`src/rtl/regex_cpu_windowed_pkg.sv`:
```
// Shared instruction definitions for the windowed regex CPU: opcode encoding,
// instruction field widths and the controller state encoding.
package regex_cpu_windowed_pkg;

  localparam int OPCODE_WIDTH = 3;
  // Data field width for the default 16-bit instruction word.
  localparam int INSTRUCTION_DATA_WIDTH = 16 - OPCODE_WIDTH;

  typedef enum logic [OPCODE_WIDTH-1:0] {
    OP_ACCEPT                = 3'd0,
    OP_SPLIT                 = 3'd1,
    OP_MATCH                 = 3'd2,
    OP_JMP                   = 3'd3,
    OP_END_WITHOUT_ACCEPTING = 3'd4,
    OP_MATCH_ANY             = 3'd5,
    OP_ACCEPT_PARTIAL        = 3'd6,
    OP_NOT_MATCH             = 3'd7
  } opcode_e;

  typedef enum logic [2:0] {
    S_IDLE,
    S_FETCH,
    S_LOAD,
    S_EXEC,
    S_OUT_A,
    S_OUT_B
  } state_e;

endpackage

```
`src/rtl/regex_cpu_windowed_decoder.sv`:
```
// Combinational instruction decoder: given the fetched instruction, the
// thread's pc/window slot and the character window, produce the successor
// thread(s) and the accept decision.
module regex_cpu_decoder
  import regex_cpu_windowed_pkg::*;
#(
  parameter int PC_WIDTH        = 8,
  parameter int CHARACTER_WIDTH = 8,
  parameter int MEMORY_WIDTH    = 16,
  parameter int CC_ID_BITS      = 2
) (
  input  logic [MEMORY_WIDTH-1:0]                   instruction,
  input  logic [PC_WIDTH-1:0]                       pc,
  input  logic [CC_ID_BITS-1:0]                     cc_id,
  input  logic [CHARACTER_WIDTH*(2**CC_ID_BITS)-1:0] current_characters,
  output logic                                      emit,
  output logic                                      is_split,
  output logic                                      accept,
  output logic [PC_WIDTH-1:0]                       a_pc,
  output logic [CC_ID_BITS-1:0]                     a_cc,
  output logic [PC_WIDTH-1:0]                       b_pc,
  output logic [CC_ID_BITS-1:0]                     b_cc
);

  localparam int DATA_WIDTH = MEMORY_WIDTH - OPCODE_WIDTH;

  opcode_e                    op;
  logic [DATA_WIDTH-1:0]      data;
  logic [CHARACTER_WIDTH-1:0] c;
  logic [CHARACTER_WIDTH-1:0] literal;
  logic [PC_WIDTH-1:0]        pc_inc;
  logic [PC_WIDTH-1:0]        target;
  logic [CC_ID_BITS-1:0]      nxt;
  logic                       unused_data;

  assign op      = opcode_e'(instruction[MEMORY_WIDTH-1 -: OPCODE_WIDTH]);
  assign data    = instruction[DATA_WIDTH-1:0];
  assign c       = current_characters[cc_id*CHARACTER_WIDTH +: CHARACTER_WIDTH];
  assign literal = data[CHARACTER_WIDTH-1:0];
  // Both increments wrap naturally at their register width.
  assign pc_inc  = pc + 1'b1;
  assign nxt     = cc_id + 1'b1;
  // Data bits above the pc field are deliberately ignored for jump targets.
  assign target  = data[PC_WIDTH-1:0];
  assign unused_data = ^data;

  // Decode the opcode into successor threads and the accept decision.
  always_comb begin
    // NOTE: every output gets a default first so no path leaves one unassigned and infers a latch.
    emit     = 1'b0;
    is_split = 1'b0;
    accept   = 1'b0;
    a_pc     = pc_inc;
    a_cc     = cc_id;
    b_pc     = target;
    b_cc     = cc_id;
    case (op)
      OP_JMP: begin
        emit = 1'b1;
        a_pc = target;
      end
      OP_SPLIT: begin
        emit     = 1'b1;
        is_split = 1'b1;
      end
      OP_MATCH: begin
        if (c == literal) begin
          emit = 1'b1;
          a_cc = nxt;
        end
      end
      OP_NOT_MATCH: begin
        if (c != literal) begin
          emit = 1'b1;
          a_cc = nxt;
        end
      end
      OP_MATCH_ANY: begin
        emit = 1'b1;
        a_cc = nxt;
      end
      OP_ACCEPT:         accept = (c == '0);
      OP_ACCEPT_PARTIAL: accept = 1'b1;
      default:           ;
    endcase
  end

endmodule

```
`src/rtl/regex_cpu_windowed.sv`:
```
// Windowed regex CPU: runs one thread at a time through fetch, load, execute
// and up to two output handshakes, driving a single-port instruction memory.
module regex_cpu_windowed
  import regex_cpu_windowed_pkg::*;
#(
  parameter int PC_WIDTH          = 8,
  parameter int CHARACTER_WIDTH   = 8,
  parameter int MEMORY_WIDTH      = 16,
  parameter int MEMORY_ADDR_WIDTH = 11,
  parameter int CC_ID_BITS        = 2
) (
  input  logic                                      clk,
  input  logic                                      rst,
  input  logic [CHARACTER_WIDTH*(2**CC_ID_BITS)-1:0] current_characters,
  input  logic                                      input_pc_valid,
  input  logic [PC_WIDTH-1:0]                       input_pc,
  input  logic [CC_ID_BITS-1:0]                     input_cc_id,
  output logic                                      input_pc_ready,
  output logic                                      memory_valid,
  output logic [MEMORY_ADDR_WIDTH-1:0]              memory_addr,
  input  logic                                      memory_ready,
  input  logic [MEMORY_WIDTH-1:0]                   memory_data,
  output logic                                      output_pc_valid,
  output logic [PC_WIDTH-1:0]                       output_pc,
  output logic [CC_ID_BITS-1:0]                     output_cc_id,
  input  logic                                      output_pc_ready,
  output logic                                      accepts
);

  state_e                    state;
  state_e                    state_next;

  logic [PC_WIDTH-1:0]       pc_q;
  logic [CC_ID_BITS-1:0]     cc_q;
  logic [MEMORY_WIDTH-1:0]   instr_q;
  logic [PC_WIDTH-1:0]       out_pc_q;
  logic [CC_ID_BITS-1:0]     out_cc_q;
  logic [PC_WIDTH-1:0]       b_pc_q;
  logic [CC_ID_BITS-1:0]     b_cc_q;
  logic                      split_q;
  logic                      accepts_q;

  logic                      dec_emit;
  logic                      dec_is_split;
  logic                      dec_accept;
  logic [PC_WIDTH-1:0]       dec_a_pc;
  logic [CC_ID_BITS-1:0]     dec_a_cc;
  logic [PC_WIDTH-1:0]       dec_b_pc;
  logic [CC_ID_BITS-1:0]     dec_b_cc;

  regex_cpu_decoder #(
    .PC_WIDTH        (PC_WIDTH),
    .CHARACTER_WIDTH (CHARACTER_WIDTH),
    .MEMORY_WIDTH    (MEMORY_WIDTH),
    .CC_ID_BITS      (CC_ID_BITS)
  ) u_decoder (
    .instruction        (instr_q),
    .pc                 (pc_q),
    .cc_id              (cc_q),
    .current_characters (current_characters),
    .emit               (dec_emit),
    .is_split           (dec_is_split),
    .accept             (dec_accept),
    .a_pc               (dec_a_pc),
    .a_cc               (dec_a_cc),
    .b_pc               (dec_b_pc),
    .b_cc               (dec_b_cc)
  );

  // State register; reset returns to IDLE from any state, aborting a fetch or output.
  always_ff @(posedge clk) begin
    // NOTE: sequential state uses non-blocking assignments so every flop samples pre-edge values.
    if (rst) state <= S_IDLE;
    else     state <= state_next;
  end

  // Next-state logic.
  always_comb begin
    state_next = state;
    case (state)
      S_IDLE:  if (input_pc_valid) state_next = S_FETCH;
      S_FETCH: if (memory_ready)   state_next = S_LOAD;
      S_LOAD:  state_next = S_EXEC;
      S_EXEC:  state_next = dec_emit ? S_OUT_A : S_IDLE;
      S_OUT_A: if (output_pc_ready) state_next = split_q ? S_OUT_B : S_IDLE;
      S_OUT_B: if (output_pc_ready) state_next = S_IDLE;
      default: state_next = S_IDLE;
    endcase
  end

  // Output decode; all handshake outputs are held low while reset is asserted.
  always_comb begin
    input_pc_ready  = !rst && (state == S_IDLE);
    memory_valid    = !rst && (state == S_FETCH);
    output_pc_valid = !rst && ((state == S_OUT_A) || (state == S_OUT_B));
  end

  assign memory_addr  = MEMORY_ADDR_WIDTH'(pc_q);
  assign output_pc    = out_pc_q;
  assign output_cc_id = out_cc_q;
  assign accepts      = accepts_q && !rst;

  // Thread, instruction and result registers, loaded according to the current state.
  always_ff @(posedge clk) begin
    if (rst) begin
      pc_q      <= '0;
      cc_q      <= '0;
      instr_q   <= '0;
      out_pc_q  <= '0;
      out_cc_q  <= '0;
      b_pc_q    <= '0;
      b_cc_q    <= '0;
      split_q   <= 1'b0;
      accepts_q <= 1'b0;
    end else begin
      // accepts is a single-cycle pulse following the executing cycle.
      accepts_q <= 1'b0;
      case (state)
        S_IDLE: begin
          if (input_pc_valid) begin
            pc_q <= input_pc;
            cc_q <= input_cc_id;
          end
        end
        // Instruction is only captured here, so data arriving after an aborted fetch is dropped.
        S_LOAD: instr_q <= memory_data;
        S_EXEC: begin
          out_pc_q  <= dec_a_pc;
          out_cc_q  <= dec_a_cc;
          b_pc_q    <= dec_b_pc;
          b_cc_q    <= dec_b_cc;
          split_q   <= dec_is_split;
          accepts_q <= dec_accept;
        end
        S_OUT_A: begin
          if (output_pc_ready && split_q) begin
            out_pc_q <= b_pc_q;
            out_cc_q <= b_cc_q;
          end
        end
        default: ;
      endcase
    end
  end

endmodule
```
`config.mk`:
```
export PLATFORM = sky130hd
export DESIGN_NAME = regex_cpu_windowed
export DESIGN_NICKNAME = d
export VERILOG_FILES = /design/src/rtl/regex_cpu_windowed_pkg.sv /design/src/rtl/regex_cpu_windowed_decoder.sv /design/src/rtl/regex_cpu_windowed.sv
export SDC_FILE = /design/constraint.sdc
export NUM_CORES = 1
export LEC_CHECK = 0
export BUFFER_PORTS_ARGS = -buffer_cell sky130_fd_sc_hd__buf_2
export CAP_MARGIN = 20
export CORE_MARGIN = 5
export CORE_UTILIZATION = 50
export CTS_BUF_LIST = sky130_fd_sc_hd__clkbuf_8 sky130_fd_sc_hd__clkbuf_16
export DETAILED_ROUTE_END_ITERATION = 8
export PLACE_DENSITY = 0.9
export SLEW_MARGIN = 5
export SYNTH_ARGS = -nofsm -noshare
export SYNTH_HDL_FRONTEND = slang
export SYNTH_SLANG_ARGS = --single-unit
```
`constraint.sdc`:
```
create_clock -name clk -period 3 [get_ports clk]
set_input_delay 0.15 -clock clk [delete_from_list [all_inputs] [get_ports clk]]
set_output_delay 0.15 -clock clk [all_outputs]
set_load 0.005 [all_outputs]
```
==> results of run 1 <==
==> cell usage after synthesis (2+ instances only) <==
library cell	instances	area share
nor3_1	3	0.0059
nand2_1	49	0.072
o21a_1	2	0.0059
buf_4	3	0.0088
dfxtp_1	46	0.36
xor2_1	5	0.017
mux2i_1	19	0.074
nor3b_1	2	0.0059
nor4b_1	2	0.0069
a21oi_1	30	0.059
a311oi_1	2	0.0069
clkbuf_1	15	0.022
a211oi_1	13	0.038
inv_1	6	0.0088
and3_1	3	0.0074
nor2_1	34	0.050
nand3_1	10	0.020
o211ai_1	3	0.0088
o21ai_0	7	0.014
o2111ai_1	2	0.0069
buf_2	5	0.0098
xnor2_1	8	0.027
nor4_1	9	0.022
buf_1	2	0.0029
mux4_1	7	0.072
nand3b_1	4	0.012
==> logic make-up after synthesis <==
family	share of synthesized area
AOI/OAI and AO/OA	0.162
xor gates and xnor gates	0.0446
adders and majority gates	0.00490
buffers and inverters	0.0568
DFF	0.361
muxes	0.146
other	0.00147
and+or+nand+nor	0.223
==> where the power goes <==
part | internal [W] | switching, W
Combinational | 0.000116 | 0.000113
Sequential | 0.000636 | 0.0000458
Clock | 0.000245 | 0.000207
Total | 0.000997 | 0.000366
==> stage by stage <==
| stage | utilization | setup slack [ns] | instance area, um^2 | total power (W) |
|---|---|---|---|---|
| 2_1_floorplan | - | 0.846 | 2560 | 0.000837 |
| 3_3_place_gp | 0.585 | 0.379 | 2950 | 0.000914 |
| 3_5_place_dp | 0.585 | 0.296 | 2950 | 0.000923 |
| 4_1_cts | 0.607 | 0.278 | 3060 | 0.00137 |
| 5_1_grt | 0.607 | 0.144 | 3060 | 0.00142 |
| 6_report | 0.607 | 0.264 | 3060 | 0.00136 |
==> placed cells by master, fill, tap and decap left out, types with 8 or more instances in the layout <==
cell type	n
a21oi_1	30
nor2_1	34
mux2i_1	19
nor4_1	9
buf_2	79
a211oi_1	13
xnor2_1	8
nand2_1	49
dfxtp_1	46
nand3_1	10
==> cell type report <==
type,instances,share of cell area
Clock buffer,5,0.0225
Clock inverter,3,0.0135
Inverter,6,0.00736
Multi-Input combinational cell,232,0.490
Sequential cell,46,0.301
Tap cell,70,0.0286
Timing Repair Buffer,82,0.137
==> per-layer routing <==
layer,GRT usage,share of wire,vias up
met5,0,0,-
met4,0.0760,0.015,0
met3,0.0373,0.062,10
met2,0.350,0.48,73
met1,0.261,0.44,1124
li1,-,-,1226
==> flip-flops by register name, indices dropped and copies added (netlist names) <==
name,count
instr_q,11
b_pc_q,8
output_pc,8
pc_q,8
state,3
b_cc_q,2
cc_q,2
output_cc_id,2
accepts_q,1
split_q,1
==> critical path, stage by stage (launching register included) <==
cell and delay (ns):
dfxtp_1 0.79, mux4_1 0.67, xnor2_1 0.16, o2111ai_1 0.21
or2_1 0.29, o211a_1 0.24, a211o_1 0.27
==> final timing paths <==
check	startpoint	end	slack (ns)	depth (start not counted)
setup / recovery	cc_q[0]	output_cc_id[1]	0.26	6
hold / removal	input_pc[0]	pc_q[0]	0.08	3
setup reg to reg	cc_q[0]	output_cc_id[1]	0.26	6
hold reg to reg	b_pc_q[1]	b_pc_q[1]	0.46	2
==> impl_metrics.tcl, run 1 <==
set metrics [dict create \
    die_area_um2 6640 \
    critical_path_class "register to register" \
    grt_util_all_layers 0.206 \
    synthesis.yosys.warnings 0 \
    cts_repair_resize_count 0 \
    post_drt_wl_per_cell_um 14.8 \
    postRouteAntennaNets 0 \
    final.period_utilization 0.912 \
    async_reset_ff_frac 0 \
    postSynthCellCount 308 \
    floorplan.rows 26 \
    critical_path_arrival_ns 2.93 \
    seq_area_um2 921 \
    report.final.hold_viol_count 0 \
    grt_overflow 0 \
    setup.worst_path.end_class "register" \
    clkSinkCount 46 \
    routed_via_count_divided_by_cell_count 5.48 \
    grt_setup_unrepaired "false" \
    hold_buffers 0 \
    drv.max_cap_violation_count 0 \
    post-route-min-period_ns 2.74 \
    dpl.cell_count 436 \
    cts.clk_slew.worst_paths_ns 0.08 \
    avgSynthCellArea_um2 8.29 \
    grt_first_pass_wirelength_um 10600 \
    ios 88 \
    setup_viol_count_final 0 \
    wirelength_um 6570 \
    final_cell_count_no_fill 444 \
    h-tree-depth 2 \
    cts-root-to-sink-buffers 2 \
    ys_seq_elements 46 \
    pin_count_of_the_biggest_net_entering_global_routing 32 \
    max_freq_mhz 365 \
    min_path_type "input port to register" \
    antenna_found_initial 0 \
    layout-drive-gt1-share 0.249 \
    post-route-drc-count 0 \
    coreArea_um2 5040 \
    place_hpwl_um 4840 \
    io_buffers 79 \
    die_w_um 81.5 \
    cp_data_required_time_ns 3.19 \
    tritoncts.num_buffers 5 \
    synth_enable_flop_cells 0 \
    num-fill-cells 438 \
    cellLeakagePower_nw 1.21 \
    multi_input_comb_area_um2 1500 \
    tightestPinTransition_ns 0.724 \
    timing_max_transition_violations_final 0 \
    run_status "complete, no violations" \
    diodes 0 \
    post-cts-setup-buffers 0 \
    grt_pass1_vias 2295 \
    peakVddDrop_mv 0.299 \
    gp_congestion 0.855 \
    finalClockSkew_ns 0.00916 \
    synthDistinctLibCells 43 \
    fin_setup_tns_ns 0 \
    synth_area_um2 2550 \
    relSlewSlack 0.516 \
    dr_total_vias 2433 \
    nNetsFinal 437 \
    path_max_fanout 18 \
    cell_at_the_root_of_the_clock_tree "clkbuf_8" \
    yosysSeqAreaShare 0.361 \
    power_per_cell_area_nw_per_um2 445 \
    synthToLayoutAreaGrowth_pct 19.8 \
    critPathLaunchType "register" \
    drt-pass1-iter-count 4 \
    cts_tree "done" \
    die_height_um 81.5 \
    worst_skew_pair.late_latency_ns 0.30 \
    final.hold.worst_slack_ns 0.0835 \
    detail_route.iter0.violations 168 \
    start_util 0.506 \
    post_synth_top_flop "dfxtp_1" \
]
No activity file was read; power rests on OpenSTA's default activity.
==> inputs of run 2 (changes only) <==
REMOVE_ABC_BUFFERS = 1   (was not set)
==> run 2 against run 1 <==
  * Non-clock buffer count up 2
  * Via count rose by 3.1%
  * Maximum frequency is 8.1% higher
  * Register-to-register slack improved by 0.20 ns
  * Clock-buffer cell count did not move
==> impl_metrics.tcl, run 2 (synthesis results as in run 1) <==
set metrics [dict create \
    place_hpwl_um 4940 \
    worst_skew_pair.late_latency_ns 0.30 \
    post-route-drc-count 0 \
    tritoncts.num_buffers 5 \
    num-fill-cells 425 \
    post-route-min-period_ns 2.53 \
    hold_buffers 0 \
    floorplan.rows 26 \
    critical_path_class "register to register" \
    top_register "instr_q" \
    post_drt_wl_per_cell_um 15.0 \
    power_per_cell_area_nw_per_um2 447 \
    clkSinkCount 46 \
    cell_at_the_root_of_the_clock_tree "clkbuf_8" \
    grt_pass1_vias 2427 \
    post-cts-setup-buffers 0 \
    coreArea_um2 5040 \
    final.hold.worst_slack_ns 0.0815 \
    cts.clk_slew.worst_paths_ns 0.09 \
    layout-drive-gt1-share 0.255 \
    synthToLayoutAreaGrowth_pct 20.5 \
    ios 88 \
    finalClockSkew_ns 0.00617 \
    fin_setup_tns_ns 0 \
    layout.cells.most_common "buf_2" \
    peakVddDrop_mv 0.326 \
    die_area_um2 6640 \
    cts-root-to-sink-buffers 2 \
    drt-pass1-iter-count 5 \
    timing_max_transition_violations_final 0 \
    min_path_type "input port to register" \
    gp_congestion 0.846 \
    drv.max_cap_violation_count 0 \
    postRouteAntennaNets 0 \
    grt_setup_unrepaired "false" \
    nNetsFinal 439 \
    cp_data_required_time_ns 3.19 \
    tightestPinTransition_ns 0.596 \
    grt_overflow 0 \
    die_height_um 81.5 \
    finalPower_w 0.00137 \
    grt_first_pass_wirelength_um 10900 \
    max_ffs_per_register 11 \
    path_max_fanout 9 \
    mostFrequentLayoutCells "buf_2, nand2_1, dfxtp_1" \
    setup.worst_path.end_class "register" \
    io_buffers 79 \
    relSlewSlack 0.603 \
    cts_repair_resize_count 0 \
    cellLeakagePower_nw 1.22 \
    antenna_found_initial 0 \
    dr_total_vias 2508 \
    grt_util_all_layers 0.208 \
    run_status "complete, no violations" \
    report.final.hold_viol_count 0 \
    detail_route.iter0.violations 255 \
    die_w_um 81.5 \
    multi_input_comb_area_um2 1500 \
    critPathLaunchType "register" \
    diodes 0 \
    max_freq_mhz 395 \
    pin_count_of_the_biggest_net_entering_global_routing 32 \
    start_util 0.506 \
    cts_tree "done" \
    setup_viol_count_final 0 \
    critical_path_arrival_ns 2.72 \
    seq_area_um2 921 \
    routed_via_count_divided_by_cell_count 5.62 \
    wirelength_um 6680 \
    final.period_utilization 0.844 \
    h-tree-depth 2 \
]
==> run 2: cell count changes in the layout (fill, tap and decap cells not counted), sizes merged <==
cell / delta
buf: +2
clkinvlp: -1
clkinv: +1
==> run 2: metrics by stage <==
step	utilization	setup slack, ns	instance area (um^2)	cells
after floorplan	-	0.559	2440	284
after global placement	0.588	0.612	2960	438
after detailed placement	0.588	0.532	2960	438
after CTS	0.610	0.494	3080	446
after global routing	0.610	0.259	3080	446
final	0.610	0.468	3080	446
==> run 2: power breakdown <==
group          total, W  internal, W  switching, W
sequential     0.000679     0.000636     0.0000427
clock          0.000460     0.000250      0.000210
combinational  0.000236     0.000118      0.000118
total           0.00137      0.00100      0.000371
==> run 2: critical path: stages, from the launching register on <==
cell     delay, ns
dfxtp_1       0.57
mux4_1        0.64
xnor2_1       0.18
nand4_1       0.22
or2_1         0.32
o211a_1       0.23
a211o_1       0.26
==> run 2: final cells by class <==
class | count | area share
Timing Repair Buffer | 84 | 0.141
Multi-Input combinational cell | 232 | 0.488
Clock inverter | 3 | 0.0142
Clock buffer | 5 | 0.0224
Inverter | 6 | 0.00732
Sequential cell | 46 | 0.299
Tap cell | 70 | 0.0285
==> run 2: routing by layer <==
layer  GRT usage  vias up  routed length [um]
met2       0.360      109                3310
li1            -     1226                   -
met3      0.0515       17                 496
met5           0        -                   0
met1       0.251     1156                2710
met4      0.0693        0                 170
==> run 2: final timing paths <==
path	cells after the start	slack, ns	to	startpoint
max	6	0.47	output_cc_id[1]	cc_q[0]
min	3	0.08	cc_q[0]	input_cc_id[0]
max reg2reg	6	0.47	output_cc_id[1]	cc_q[0]
min reg2reg	2	0.45	b_cc_q[1]	b_cc_q[1]
